[config.mk]
export PLATFORM = sky130hd
export DESIGN_NAME = mc_control_unit
export DESIGN_NICKNAME = d
export VERILOG_FILES = /design/src/rtl/mc_control_unit.sv
export SDC_FILE = /design/constraint.sdc
export NUM_CORES = 1
export LEC_CHECK = 0
export ABC_AREA = 1
export CORE_MARGIN = 2
export CORE_UTILIZATION = 47
export DETAILED_ROUTE_END_ITERATION = 7
export PLACE_DENSITY = 0.76
export SYNTH_ARGS = -nofsm -noshare
export SYNTH_HDL_FRONTEND = slang
export SYNTH_SLANG_ARGS = --single-unit
[constraint.sdc]
create_clock -name clk -period 2.4 [get_ports clk]
set_input_delay 0.24 -clock clk [delete_from_list [all_inputs] [get_ports clk]]
set_output_delay 0.24 -clock clk [all_outputs]
set_load 0.01 [all_outputs]
[src/rtl/mc_control_unit.sv]
// mc_control_unit: multi-cycle RV32I control FSM with bus-timeout and illegal-opcode traps.
module mc_control_unit #(
    parameter int TIMEOUT_CYCLES = 16,
    parameter bit SKIP_DECODE = 1'b0
) (
    input  logic       clk,
    input  logic       rst,
    input  logic       run,
    input  logic [6:0] opcode,
    input  logic       bus_ready,
    output logic       bus_req,
    output logic       bus_rden,
    output logic       bus_wren,
    output logic       bus_addr_select_alu_out,
    output logic       ir_wren,
    output logic       rf_wren,
    output logic       program_counter_wren,
    output logic       trap,
    output logic [1:0] trap_cause,
    output logic [2:0] control_unit_state
);
    localparam int CW = $clog2(TIMEOUT_CYCLES + 1);
    typedef enum logic [2:0] {
        IDLE = 3'd0, FETCH = 3'd1, DECODE = 3'd2, EXECUTE = 3'd3,
        MEM = 3'd4, WRITEBACK = 3'd5, TRAP = 3'd6
    } state_t;
    state_t state, next_state, retire_state;
    logic [CW-1:0] cnt;
    logic [1:0] cause_next;
    logic is_r, is_i, is_load, is_s, is_b, is_jal, is_jalr, is_lui, is_auipc, legal, timeout;
    assign is_r     = opcode == 7'b0110011;
    assign is_i     = opcode == 7'b0010011;
    assign is_load  = opcode == 7'b0000011;
    assign is_s     = opcode == 7'b0100011;
    assign is_b     = opcode == 7'b1100011;
    assign is_jal   = opcode == 7'b1101111;
    assign is_jalr  = opcode == 7'b1100111;
    assign is_lui   = opcode == 7'b0110111;
    assign is_auipc = opcode == 7'b0010111;
    assign legal = is_r | is_i | is_load | is_s | is_b | is_jal | is_jalr | is_lui | is_auipc;
    assign timeout = !bus_ready && cnt == CW'(TIMEOUT_CYCLES - 1);
    assign retire_state = run ? FETCH : IDLE;
    assign control_unit_state = state;
    always_comb begin
        bus_req = 1'b0;
        bus_rden = 1'b0;
        bus_wren = 1'b0;
        bus_addr_select_alu_out = 1'b0;
        ir_wren = 1'b0;
        rf_wren = 1'b0;
        program_counter_wren = 1'b0;
        trap = 1'b0;
        cause_next = 2'd0;
        next_state = state;
        case (state)
            FETCH: begin
                bus_req = 1'b1;
                bus_rden = 1'b1;
                ir_wren = bus_ready;
                if (bus_ready) next_state = SKIP_DECODE ? EXECUTE : DECODE;
                else if (timeout) begin
                    next_state = TRAP;
                    cause_next = 2'd2;
                end
            end
            DECODE: begin
                next_state = legal ? EXECUTE : TRAP;
                cause_next = legal ? 2'd0 : 2'd1;
            end
            EXECUTE: begin
                if (!legal) begin
                    next_state = TRAP;
                    cause_next = 2'd1;
                end else begin
                    rf_wren = is_jal | is_jalr | is_auipc;
                    program_counter_wren = is_b | is_jal | is_jalr | is_auipc;
                    next_state = (is_b | is_jal | is_jalr | is_auipc) ? retire_state :
                                 (is_load | is_s) ? MEM : WRITEBACK;
                end
            end
            MEM: begin
                bus_req = 1'b1;
                bus_addr_select_alu_out = 1'b1;
                bus_wren = is_s;
                bus_rden = is_load;
                program_counter_wren = bus_ready & is_s;
                if (bus_ready) next_state = is_s ? retire_state : WRITEBACK;
                else if (timeout) begin
                    next_state = TRAP;
                    cause_next = 2'd3;
                end
            end
            WRITEBACK: begin
                rf_wren = is_r | is_i | is_load | is_lui;
                program_counter_wren = 1'b1;
                next_state = retire_state;
            end
            TRAP: trap = 1'b1;
            default: next_state = run ? FETCH : IDLE;
        endcase
    end
    // The wait counter restarts on every fresh entry into a bus state.
    always_ff @(posedge clk or negedge rst) begin
        if (!rst) begin
            state <= IDLE;
            cnt <= '0;
            trap_cause <= 2'd0;
        end else begin
            state <= next_state;
            if ((next_state == FETCH || next_state == MEM) && next_state != state) cnt <= '0;
            else if ((state == FETCH || state == MEM) && !bus_ready) cnt <= cnt + CW'(1);
            if (next_state == TRAP && state != TRAP) trap_cause <= cause_next;
        end
    end
endmodule
==> results.py <==
metrics = {
    "finish": {
        "final_area_um2": 1170,
        "nNetsFinal": 173,
        "fin_cells": 184,
        "drive_gt1_share_pct": 16.4,
        "syn_to_final_growth_pct": 35.5,
        "nFillCells": 162,
        "n_antenna_cell": 0,
    },
    "worst_setup_path": {
        "critPathMostFrequentCell": "nand2_2",
        "endpoint_kind": "output pin",
        "critical_path_class": "primary input to output pin",
        "crit_required_ns": 2.16,
        "slowest_delay_ns": 0.57,
        "worst-path-max-fanout": 5,
        "cp_top_family": "buffers and inverters",
        "crit_path_top_delay_cell": "clkdlybuf4s50_1",
        "startpoint_type": "primary input",
        "cp_cell_sequence": "clkdlybuf4s50_1 -> inv_2 -> nand2_2 -> nor2_4 -> nand2_2 -> nand2_2 -> inv_2 -> o31ai_1 -> clkdlybuf4s50_1",
        "path_buf_inv": 4,
        "cp.arrival_ns": 1.97,
    },
    "die": {
        "dieHeight_um": 46.8,
        "dieWidth_um": 46.8,
        "start_util_pct": 49.9,
        "rows": 15,
        "core_area_um2": 1730,
        "dieArea_um2": 2190,
        "ios": 24,
    },
    "detailed_routing": {
        "firstDrtPassIters": 4,
        "viasPerCell": 5.15,
        "initialDrtViolationCount": 41,
        "wl_um": 2140,
        "drcViolationCount": 0,
        "ant_nets": 0,
        "vias": 948,
        "post_drt_wl_per_cell_um": 11.6,
    },
    "global_routing": {
        "overflow": 0,
        "grt_pass1_wl_um": 3530,
        "grt_pass1_vias": 858,
        "antenna_found_initial": 0,
        "grt_usage_pct": 22.9,
        "grt_max_degree": 11,
    },
    "place": {
        "gp_congestion": 0.896,
        "dpl.hpwl_um": 1760,
        "dpl_cell_area_um2": 1130,
        "dpl.cell_count": 180,
        "port_buffers": 23,
        "preCtsSetupSlack_ns": 0.197,
    },
    "sta": {
        "max_freq_ghz": 0.453,
        "finalSetupTns_ns": 0,
        "period_share_pct": 92.0,
        "hold_viol_final": 0,
        "setup_viol": 0,
        "setup_ws_ns": 0.192,
        "rsz0062_at_grt": "no",
        "min_period_ns": 2.21,
        "fin_skew_ns": 0.00955,
        "worst_pin_slew_ns": 0.455,
        "slew_headroom_pct": 69.6,
        "maxSlewViolCount": 0,
    },
    "synthesis": {
        "synthFlopType": "dfrtp_1",
        "synth.most_common_cell": "nand2_1",
        "synth_area_um2": 861,
        "netlist_top_cells_area": "dfrtp_1, nand2_1, inv_1",
        "yosysTopAreaCell": "dfrtp_1",
        "synth_fp_nets": 144,
        "netlist_instances": 131,
        "yosys_warnings": 0,
        "yosysSeqAreaShare_pct": 29.1,
        "synth_edf_count": 0,
        "ys_ff_latch": 10,
        "netlist.area_leader.share_pct": 29.1,
        "ys_types": 28,
        "yosys-top-cells-count": "nand2_1, inv_1, nor2_1",
        "syn_area_per_cell_um2": 6.57,
        "synthArstFlopShare_pct": 100,
    },
    "cts": {
        "clockRootBuffer": "clkbuf_4",
        "numCtsBuffers": 3,
        "cts.sinks": 10,
        "cts.reportedPaths.clkPinSlew_ns": 0.07,
        "clkLatencyLatePin_ns": 0.27,
        "htree_levels": 1,
        "cts-resized-gates": 0,
        "cts_tree": "done",
        "clock_path_buffers": 2,
        "cts_setup_buffers": 0,
        "postCtsHoldBufs": 0,
    },
    "power_and_ir_drop": {
        "peakVddDrop_mv": 0.657,
        "powerDensity_nw_per_um2": 1040,
        "p_total_w": 0.00121,
        "p_leak_nw": 0.590,
    },
    "min_path": {
        "min_path_type": "primary input to async pin",
    },
    "outcome": {
        "status": "completed",
    },
    "flow_run": {
        "cap_violations": 0,
    },
}
==> per-stage QoR <==
| stage | utilization (%) | hold WS [ns] |
|---|---|---|
| after floorplan | - | -0.0556 |
| after global placement | 65.4 | 0.496 |
| after detailed placement | 65.4 | 0.510 |
| after CTS | 67.5 | 0.292 |
| after global routing | 67.5 | 0.329 |
| final | 67.5 | 0.279 |
==> registers in the layout, summed over array words and instances (netlist names) <==
name and flops:
cnt 5, control_unit_state 3, trap_cause 2
==> worst reg2reg max path, cell delays in order (launching register included) <==
cell,delay (ns)
dfrtp_1,0.41
ha_1,0.22
and3_1,0.18
ha_1,0.22
a31oi_1,0.18
nand3_1,0.11
nor2_2,0.16
nand2_1,0.09
nand3_1,0.10
nand2_1,0.08
nor2_2,0.19
nor2_1,0.09
==> where the power goes <==
part,internal [W],switching (W)
Combinational,0.000328,0.000434
Sequential,0.000230,0.0000633
Clock,0.0000921,0.0000611
==> placed cells by master, fill, tap and decap left out, types with 2 or more instances in the layout <==
cell,instances
clkdlybuf4s50_1,23
xor2_1,2
o211ai_1,3
dfrtp_1,10
nor3_1,2
inv_2,7
nor2_2,5
nand3_1,12
o21ai_0,3
a21oi_1,2
nand4_1,4
clkbuf_4,3
nor2_1,15
nand2_2,5
ha_1,2
nand2_1,27
inv_1,19
==> cell type report <==
type,count,area [um2],area share (%)
inverter,26,97.6,8.37
sequential,10,250,21.5
multi-input combinational,95,513,44.0
tap,25,31.3,2.68
timing repair buffer,24,238,20.4
clock buffer,4,36.3,3.11
==> path summary, 6_finish.rpt <==
kind / from / endpoint / slack (ns) / cells after the start
setup / recovery: opcode[2] / rf_wren / 0.19 / 9
max in group asynchronous: rst / cnt[1] / 1.80 / 1
hold reg to reg: trap_cause[1] / trap_cause[1] / 0.54 / 2
setup reg to reg: cnt[0] / cnt[4] / 0.28 / 11
hold / removal: rst / control_unit_state[1] / 0.28 / 1
min in group clk: trap_cause[1] / trap_cause[1] / 0.54 / 2
==> layer usage <==
metal	vias to the layer above	wire (um)	track usage [%]
met1	433	980	28.1
met3	7	100	5.77
met4	0	27	5.56
met5	-	0	0
met2	30	1030	40.3
li1	478	-	-
==> logic make-up (layout without fill, tap and decap cells) <==
kind of cell,count (synthesis),after routing,share of synthesized area (%)
AND/OR/NAND/NOR,76,76,42.7
buffers and inverters,26,54,11.3
AO/OA/AOI/OAI,13,13,9.74
flip-flops,10,10,29.1
XOR/XNOR,3,3,3.05
adder cells (fa/ha/maj),2,2,2.91
multiplexers,1,1,1.16
(Power assumes the default switching activity.)
